**src/rtl/fb_arbiter_pkg.sv**
```systemverilog
// rtl/fb_arbiter_pkg.sv - shared types and widths for the frame-buffer arbiter
package fb_arbiter_pkg;

   localparam int FB_ADDR_WIDTH = 10;
   localparam int PANEL_W       = 2;
   localparam int ROW_W         = 4;
   localparam int CHUNK_W       = 4;
   localparam int FB_DATA_WIDTH = 32;

   typedef enum logic [1:0] {
      IDLE,
      READ,
      WRITE,
      FORCED_WRITE
   } arb_state_t;

   typedef struct packed {
      logic [FB_ADDR_WIDTH-1:0] addr;
      logic [FB_DATA_WIDTH-1:0] data;
   } fb_write_t;

endpackage

```
**src/rtl/frame_buffer_arbiter_if.sv**
```systemverilog
// rtl/frame_buffer_arbiter_if.sv - USB write, scan read and RAM signals of the arbiter
interface frame_buffer_arbiter_if
   import fb_arbiter_pkg::*;
#(
   parameter int DATA_WIDTH   = 32,
   parameter int FIFO_DEPTH   = 4,
   parameter int STARVE_LIMIT = 8
);
   localparam int CNT_W    = $clog2(FIFO_DEPTH) + 1;
   localparam int STARVE_W = $clog2(STARVE_LIMIT + 1);

   logic                     wr_req;
   logic [PANEL_W-1:0]       wr_panel_addr;
   logic [ROW_W-1:0]         wr_row_addr;
   logic [CHUNK_W-1:0]       wr_chunk_addr;
   logic [DATA_WIDTH-1:0]    wr_data;
   logic                     wr_full;
   logic                     wr_overflow;
   logic                     rd_req;
   logic [FB_ADDR_WIDTH-1:0] rd_addr;
   logic                     rd_grant;
   logic                     rd_valid;
   logic [DATA_WIDTH-1:0]    rd_data;
   logic                     ram_en;
   logic                     ram_we;
   logic [FB_ADDR_WIDTH-1:0] ram_addr;
   logic [DATA_WIDTH-1:0]    ram_wdata;
   logic [DATA_WIDTH-1:0]    ram_rdata;
   arb_state_t               dbg_state;
   logic [STARVE_W-1:0]      dbg_starve_cnt;
   logic [CNT_W-1:0]         dbg_count;

   modport master (
      output wr_req, wr_panel_addr, wr_row_addr, wr_chunk_addr, wr_data,
      output rd_req, rd_addr, ram_rdata,
      input  wr_full, wr_overflow, rd_grant, rd_valid, rd_data,
      input  ram_en, ram_we, ram_addr, ram_wdata,
      input  dbg_state, dbg_starve_cnt, dbg_count
   );

   modport slave (
      input  wr_req, wr_panel_addr, wr_row_addr, wr_chunk_addr, wr_data,
      input  rd_req, rd_addr, ram_rdata,
      output wr_full, wr_overflow, rd_grant, rd_valid, rd_data,
      output ram_en, ram_we, ram_addr, ram_wdata,
      output dbg_state, dbg_starve_cnt, dbg_count
   );

endinterface

```
**src/rtl/fb_write_fifo.sv**
```systemverilog
// rtl/fb_write_fifo.sv - small synchronous queue of pending chunk writes
module fb_write_fifo
   import fb_arbiter_pkg::*;
#(
   parameter  int DEPTH = 4,
   localparam int PTR_W = $clog2(DEPTH),
   localparam int CNT_W = PTR_W + 1
) (
   input  logic             clk,
   input  logic             reset,
   input  logic             push,
   input  fb_write_t        push_data,
   input  logic             pop,
   output fb_write_t        head,
   output logic             full,
   output logic             empty,
   output logic [CNT_W-1:0] count
);

   fb_write_t        mem_q [DEPTH];
   fb_write_t        mem_d [DEPTH];
   logic [PTR_W-1:0] wr_ptr_q, wr_ptr_d;
   logic [PTR_W-1:0] rd_ptr_q, rd_ptr_d;
   logic [CNT_W-1:0] count_q, count_d;

   // Pointers wrap for free since DEPTH is a power of two.
   always_comb begin
      mem_d    = mem_q;
      wr_ptr_d = wr_ptr_q;
      rd_ptr_d = rd_ptr_q;
      count_d  = count_q;
      if (push) begin
         mem_d[wr_ptr_q] = push_data;
         wr_ptr_d        = wr_ptr_q + PTR_W'(1);
      end
      if (pop) begin
         rd_ptr_d = rd_ptr_q + PTR_W'(1);
      end
      if (push && !pop) begin
         count_d = count_q + CNT_W'(1);
      end else if (pop && !push) begin
         count_d = count_q - CNT_W'(1);
      end
   end

   always_ff @(posedge clk or posedge reset) begin
      if (reset) begin
         wr_ptr_q <= '0;
         rd_ptr_q <= '0;
         count_q  <= '0;
      end else begin
         wr_ptr_q <= wr_ptr_d;
         rd_ptr_q <= rd_ptr_d;
         count_q  <= count_d;
      end
   end

   always_ff @(posedge clk) begin
      mem_q <= mem_d;
   end

   assign head  = mem_q[rd_ptr_q];
   assign full  = (count_q == CNT_W'(DEPTH));
   assign empty = (count_q == '0);
   assign count = count_q;

endmodule

```
**src/rtl/frame_buffer_arbiter.sv**
```systemverilog
// rtl/frame_buffer_arbiter.sv - shares the frame-buffer RAM between queued USB writes and scan reads
module frame_buffer_arbiter
   import fb_arbiter_pkg::*;
#(
   parameter  int DATA_WIDTH   = 32,
   parameter  int FIFO_DEPTH   = 4,
   parameter  int STARVE_LIMIT = 8,
   localparam int CNT_W        = $clog2(FIFO_DEPTH) + 1,
   localparam int STARVE_W     = $clog2(STARVE_LIMIT + 1)
) (
   input logic                  clk,
   input logic                  reset,
   frame_buffer_arbiter_if.slave bus
);

   arb_state_t          state_q, state_d, grant;
   logic [STARVE_W-1:0] starve_q, starve_d;
   logic                rd_valid_q, rd_valid_d;
   logic                overflow_q, overflow_d;
   logic                push, pop;
   logic                fifo_full, fifo_empty;
   logic [CNT_W-1:0]    fifo_count;
   fb_write_t           push_entry, head;

   assign push_entry = '{addr: {bus.wr_panel_addr, bus.wr_row_addr, bus.wr_chunk_addr},
                         data: FB_DATA_WIDTH'(bus.wr_data)};

   fb_write_fifo #(.DEPTH(FIFO_DEPTH)) u_fifo (
      .clk       (clk),
      .reset     (reset),
      .push      (push),
      .push_data (push_entry),
      .pop       (pop),
      .head      (head),
      .full      (fifo_full),
      .empty     (fifo_empty),
      .count     (fifo_count)
   );

   always_ff @(posedge clk or posedge reset) begin
      if (reset) begin
         state_q <= IDLE;
      end else begin
         state_q <= state_d;
      end
   end

   // Grant is purely combinational; the registered state only records it.
   always_comb begin
      grant = IDLE;
      if (!reset) begin
         if (!fifo_empty && starve_q == STARVE_W'(STARVE_LIMIT)) begin
            grant = FORCED_WRITE;
         end else if (bus.rd_req) begin
            grant = READ;
         end else if (!fifo_empty) begin
            grant = WRITE;
         end
      end
      state_d = grant;
   end

   always_comb begin
      pop        = (grant == WRITE) || (grant == FORCED_WRITE);
      push       = bus.wr_req && !reset && (!fifo_full || pop);
      overflow_d = overflow_q || (bus.wr_req && !reset && !push);
      rd_valid_d = (grant == READ);
      starve_d   = starve_q;
      if (pop || fifo_empty) begin
         starve_d = '0;
      end else if (grant == READ && starve_q != STARVE_W'(STARVE_LIMIT)) begin
         starve_d = starve_q + STARVE_W'(1);
      end
   end

   always_ff @(posedge clk or posedge reset) begin
      if (reset) begin
         starve_q   <= '0;
         rd_valid_q <= 1'b0;
         overflow_q <= 1'b0;
      end else begin
         starve_q   <= starve_d;
         rd_valid_q <= rd_valid_d;
         overflow_q <= overflow_d;
      end
   end

   always_comb begin
      bus.rd_grant  = (grant == READ);
      bus.ram_en    = (grant != IDLE);
      bus.ram_we    = pop;
      bus.ram_addr  = '0;
      bus.ram_wdata = '0;
      if (grant == READ) begin
         bus.ram_addr = bus.rd_addr;
      end else if (pop) begin
         bus.ram_addr  = head.addr;
         bus.ram_wdata = DATA_WIDTH'(head.data);
      end
      bus.rd_valid       = rd_valid_q;
      bus.rd_data        = rd_valid_q ? bus.ram_rdata : '0;
      bus.wr_full        = fifo_full;
      bus.wr_overflow    = overflow_q;
      bus.dbg_state      = state_q;
      bus.dbg_starve_cnt = starve_q;
      bus.dbg_count      = fifo_count;
   end

endmodule

```
**src/flat_wrapper.sv**
```systemverilog
// flat-port wrapper written by rule: the top's interface ports become plain ports
module frame_buffer_arbiter_flat import fb_arbiter_pkg::*;
#(
   parameter  int DATA_WIDTH   = 32,
   parameter  int FIFO_DEPTH   = 4,
   parameter  int STARVE_LIMIT = 8,
   localparam int CNT_W        = $clog2(FIFO_DEPTH) + 1,
   localparam int STARVE_W     = $clog2(STARVE_LIMIT + 1)
)
  (clk, reset, bus_wr_req, bus_wr_panel_addr, bus_wr_row_addr, bus_wr_chunk_addr, bus_wr_data, bus_rd_req, bus_rd_addr, bus_ram_rdata, bus_wr_full, bus_wr_overflow, bus_rd_grant, bus_rd_valid, bus_rd_data, bus_ram_en, bus_ram_we, bus_ram_addr, bus_ram_wdata, bus_dbg_state, bus_dbg_starve_cnt, bus_dbg_count);
  frame_buffer_arbiter_if #(.DATA_WIDTH(DATA_WIDTH), .FIFO_DEPTH(FIFO_DEPTH), .STARVE_LIMIT(STARVE_LIMIT)) bus_i ();
  input logic clk;
  input logic reset;
  input wire logic [$bits(bus_i.wr_req)-1:0] bus_wr_req;
  input wire logic [$bits(bus_i.wr_panel_addr)-1:0] bus_wr_panel_addr;
  input wire logic [$bits(bus_i.wr_row_addr)-1:0] bus_wr_row_addr;
  input wire logic [$bits(bus_i.wr_chunk_addr)-1:0] bus_wr_chunk_addr;
  input wire logic [$bits(bus_i.wr_data)-1:0] bus_wr_data;
  input wire logic [$bits(bus_i.rd_req)-1:0] bus_rd_req;
  input wire logic [$bits(bus_i.rd_addr)-1:0] bus_rd_addr;
  input wire logic [$bits(bus_i.ram_rdata)-1:0] bus_ram_rdata;
  output wire logic [$bits(bus_i.wr_full)-1:0] bus_wr_full;
  output wire logic [$bits(bus_i.wr_overflow)-1:0] bus_wr_overflow;
  output wire logic [$bits(bus_i.rd_grant)-1:0] bus_rd_grant;
  output wire logic [$bits(bus_i.rd_valid)-1:0] bus_rd_valid;
  output wire logic [$bits(bus_i.rd_data)-1:0] bus_rd_data;
  output wire logic [$bits(bus_i.ram_en)-1:0] bus_ram_en;
  output wire logic [$bits(bus_i.ram_we)-1:0] bus_ram_we;
  output wire logic [$bits(bus_i.ram_addr)-1:0] bus_ram_addr;
  output wire logic [$bits(bus_i.ram_wdata)-1:0] bus_ram_wdata;
  output wire logic [$bits(bus_i.dbg_state)-1:0] bus_dbg_state;
  output wire logic [$bits(bus_i.dbg_starve_cnt)-1:0] bus_dbg_starve_cnt;
  output wire logic [$bits(bus_i.dbg_count)-1:0] bus_dbg_count;
  assign bus_i.wr_req = bus_wr_req;
  assign bus_i.wr_panel_addr = bus_wr_panel_addr;
  assign bus_i.wr_row_addr = bus_wr_row_addr;
  assign bus_i.wr_chunk_addr = bus_wr_chunk_addr;
  assign bus_i.wr_data = bus_wr_data;
  assign bus_i.rd_req = bus_rd_req;
  assign bus_i.rd_addr = bus_rd_addr;
  assign bus_i.ram_rdata = bus_ram_rdata;
  assign bus_wr_full = bus_i.wr_full;
  assign bus_wr_overflow = bus_i.wr_overflow;
  assign bus_rd_grant = bus_i.rd_grant;
  assign bus_rd_valid = bus_i.rd_valid;
  assign bus_rd_data = bus_i.rd_data;
  assign bus_ram_en = bus_i.ram_en;
  assign bus_ram_we = bus_i.ram_we;
  assign bus_ram_addr = bus_i.ram_addr;
  assign bus_ram_wdata = bus_i.ram_wdata;
  assign bus_dbg_state = bus_i.dbg_state;
  assign bus_dbg_starve_cnt = bus_i.dbg_starve_cnt;
  assign bus_dbg_count = bus_i.dbg_count;
  frame_buffer_arbiter #(.DATA_WIDTH(DATA_WIDTH), .FIFO_DEPTH(FIFO_DEPTH), .STARVE_LIMIT(STARVE_LIMIT)) u_core (.clk(clk), .reset(reset), .bus(bus_i));
endmodule
```
**config.mk**
```make
export PLATFORM = sky130hd
export DESIGN_NAME = frame_buffer_arbiter_flat
export DESIGN_NICKNAME = d
export VERILOG_FILES = /design/src/rtl/fb_arbiter_pkg.sv /design/src/rtl/frame_buffer_arbiter_if.sv /design/src/rtl/fb_write_fifo.sv /design/src/rtl/frame_buffer_arbiter.sv /design/src/flat_wrapper.sv
export SDC_FILE = /design/constraint.sdc
export NUM_CORES = 1
export LEC_CHECK = 0
export CAP_MARGIN = 20
export CORE_MARGIN = 10
export CORE_UTILIZATION = 45
export CTS_CLUSTER_SIZE = 28
export DETAILED_ROUTE_END_ITERATION = 7
export PLACE_DENSITY = 0.71
export SLEW_MARGIN = 20
export SYNTH_ARGS = -nofsm -noshare
export SYNTH_HDL_FRONTEND = slang
export SYNTH_HIERARCHICAL = 1
export SYNTH_SLANG_ARGS = --single-unit
```
**constraint.sdc**
```tcl
create_clock -name clk -period 7.15 [get_ports clk]
set_input_delay 1.43 -clock clk [delete_from_list [all_inputs] [get_ports clk]]
set_output_delay 1.43 -clock clk [all_outputs]
set_load 0.01 [all_outputs]
```
==> impl_metrics.env <==
export IMPL_status="finished clean"
export IMPL_dieArea_mm2=0.0223
export IMPL_synthMuxAreaShare_pct=12.9
export IMPL_synth_fa_ha_area_share_pct=1.43
export IMPL_port_buffers=176
export IMPL_syn_area_per_cell_um2=19.6
export IMPL_slew_headroom_pct=34.1
export IMPL_final_common_cell="clkdlybuf4s50_1"
export IMPL_drc=0
export IMPL_yosys_register_bits=183
export IMPL_grt_use_total_pct=15.1
export IMPL_wl_per_cell_um=21.2
export IMPL_worstSetupStartpointType="input pin"
export IMPL_cp_arrival_ps=3730
export IMPL_clock_latency_ps=420
export IMPL_synth_ff_type="edfxtp_1"
export IMPL_synth_simple_gate_area_share_pct=7.35
export IMPL_post_route_util_pct=60.8
export IMPL_hold_viol=0
export IMPL_synth_top_family_by_area="multiplexers"
export IMPL_overflow=0
export IMPL_hp_class="flop to flop"
export IMPL_hpwl_um=11200
export IMPL_tns_ps=0
export IMPL_placed_cell_area_mm2=0.00941
export IMPL_ant_nets=0
export IMPL_worstSetupPathType="input pin to primary output"
export IMPL_cts_hold_fix_buffers=0
export IMPL_syn_nets=481
export IMPL_postLayoutSetupSlackWorst_ps=1990
export IMPL_final_area_mm2=0.0100
export IMPL_synthToLayoutAreaGrowth_pct=33.2
export IMPL_cts_tree="built"
export IMPL_final_setup_skew_ps=7.82
export IMPL_final_cell_mix="clkdlybuf4s50_1 (176), edfxtp_1 (168), and2_1 (64)"
export IMPL_busiest_layer="met2"
export IMPL_clock_fmax_mhz=194
export IMPL_synth_distinct_cells=38
export IMPL_post_cts_buffers=0
export IMPL_dr_first_iter_drc_count=194
export IMPL_use_met2_pct=24.5
export IMPL_setup_viol=0
export IMPL_antenna_found_initial=2
export IMPL_nets=661
export IMPL_vias=4167
export IMPL_rrSetupSlack_ps=3800
export IMPL_leakagePower_nw=3.42
export IMPL_crit_fanout=26
export IMPL_routabilityCongestion=0.906
export IMPL_end_kind="primary output"
export IMPL_core_area_mm2=0.0165
export IMPL_io_pins=177
export IMPL_cts_resized=0
export IMPL_synth_edf_count=168
export IMPL_yosysSeqAreaShare_pct=71.9
export IMPL_dieHeight_um=149
export IMPL_min_period_over_period_pct=72.2
export IMPL_num_rows=47
export IMPL_worst_pin_slew_ps=981
export IMPL_die_w_um=149
export IMPL_grt_util_met1_pct=18.3
export IMPL_numCtsBuffers=17
export IMPL_grt_pass1_wl_um=25700
export IMPL_synth_compound_area_share_pct=2.49
export IMPL_syn_area_mm2=0.00754
export IMPL_wirelength_um=16900
export IMPL_maxSlewViolCount=0
export IMPL_place_ws_ps=1700
export IMPL_grt_pass1_vias=4500
export IMPL_cts_root_buf="clkbuf_16"
export IMPL_use_met3_pct=6.25
export IMPL_initial_core_util_pct=45.6
export IMPL_async_flop_share_pct=8.20
export IMPL_syn_inst=385
export IMPL_maxCapViolCount=0
export IMPL_vdd_drop_max_mv=0.183
export IMPL_htreeDepth=4
export IMPL_grt_max_degree=45
export IMPL_vias_per_cell=5.23
export IMPL_synth_xor_xnor_area_share_pct=0.697
export IMPL_drive_above_1_share_pct=13.9
export IMPL_rsz0062_at_grt="false"
export IMPL_ys_warn_count=6
export IMPL_powerDensity_mw_per_mm2=323
export IMPL_clkSinkCount=183
export IMPL_worst_setup_hold_path_clk_slew_ps=60
export IMPL_post_route_min_period_ps=5160
export IMPL_firstDrtPassIters=5
export IMPL_required_ps=5720
export IMPL_clock_path_buffers=2
## routing by layer
layer,vias up,wire length [um]
li1,1860,-
met1,2126,7070
met2,167,8140
met3,12,1570
met4,2,107
met5,-,20
## worst paths after layout
check                      cells after the start                                     start                                        to
setup / recovery                               6                                     reset                         bus_ram_wdata[10]
hold / removal                                 1        u_core/u_fifo/count[2]$_DFFE_PP0P_        u_core/u_fifo/count[2]$_DFFE_PP0P_
setup reg to reg                               8  u_core/bus.dbg_starve_cnt[0]$_DFFE_PP0P_         u_core/u_fifo/mem_q[43]$_DFFE_PP_
hold reg to reg                                1        u_core/u_fifo/count[2]$_DFFE_PP0P_        u_core/u_fifo/count[2]$_DFFE_PP0P_
max in group asynchronous                      2                                     reset  u_core/bus.dbg_starve_cnt[0]$_DFFE_PP0P_
min in group asynchronous                      2                                     reset        u_core/u_fifo/count[0]$_DFFE_PP0P_
## Yosys cell counts (all sizes together), types with 2 or more instances
master	n	area (um^2)
or3	2	12.5
buf	18	193
inv	11	41.3
ha	7	87.6
and2	68	425
nor2	6	25.0
a22o	10	87.6
clkbuf	3	11.3
a31oi	2	12.5
o21ai	2	10.0
xnor2	2	17.5
a21oi	3	15.0
dfrtp	15	375
mux4	42	961
edfxtp	168	5040
xor2	4	35.0
a21boi	2	26.3
nand2	6	22.5
## logic make-up (layout without fill, tap and decap cells)
| group | Yosys count | after routing |
|---|---|---|
| AOI/OAI and AO/OA | 23 | 23 |
| xor gates and xnor gates | 6 | 6 |
| adders and majority gates | 8 | 8 |
| buffers and inverters | 32 | 223 |
| DFF | 183 | 183 |
| muxes | 43 | 43 |
| other | 0 | 1 |
| and+or+nand+nor | 90 | 90 |
## where the power goes
group | switching, mW | internal [mW]
clock | 0.364 | 0.578
sequential | 0.177 | 1.31
combinational | 0.311 | 0.505
## stage by stage
step,power [mW],cells,hold WS (ps)
6_report,3.24,797,507
5_1_grt,3.40,796,551
4_1_cts,3.28,794,509
3_5_place_dp,2.34,764,500
3_3_place_gp,2.32,764,497
2_1_floorplan,2.01,385,494
## layout make-up
| cell class | count | area, um^2 |
|---|---|---|
| diodes | 1 | 2.50 |
| clock buffers | 20 | 437 |
| clock inverters | 10 | 154 |
| fillers | 1211 | 6480 |
| inverters | 11 | 41.3 |
| multi-input cells | 170 | 1880 |
| flip-flops and latches | 183 | 5430 |
| well taps | 220 | 275 |
| repair buffers | 182 | 1830 |
## critical path, cell delays in order
cell	delay [ps]
clkdlybuf4s50_1	570
nor2_2	220
a21boi_4	560
buf_16	230
and2_1	150
clkdlybuf4s50_1	540
## registers in the layout, indices dropped and copies added (netlist names)
name	flops
u_core/bus.dbg_state	2
u_core/bus.dbg_starve_cnt	4
u_core/u_fifo/mem_q	168
u_core/bus.wr_overflow	1
u_core/bus.rd_valid	1
u_core/u_fifo/rd_ptr_q	2
u_core/u_fifo/count	3
u_core/u_fifo/wr_ptr_q	2
Power figures use the tool's default switching activity.
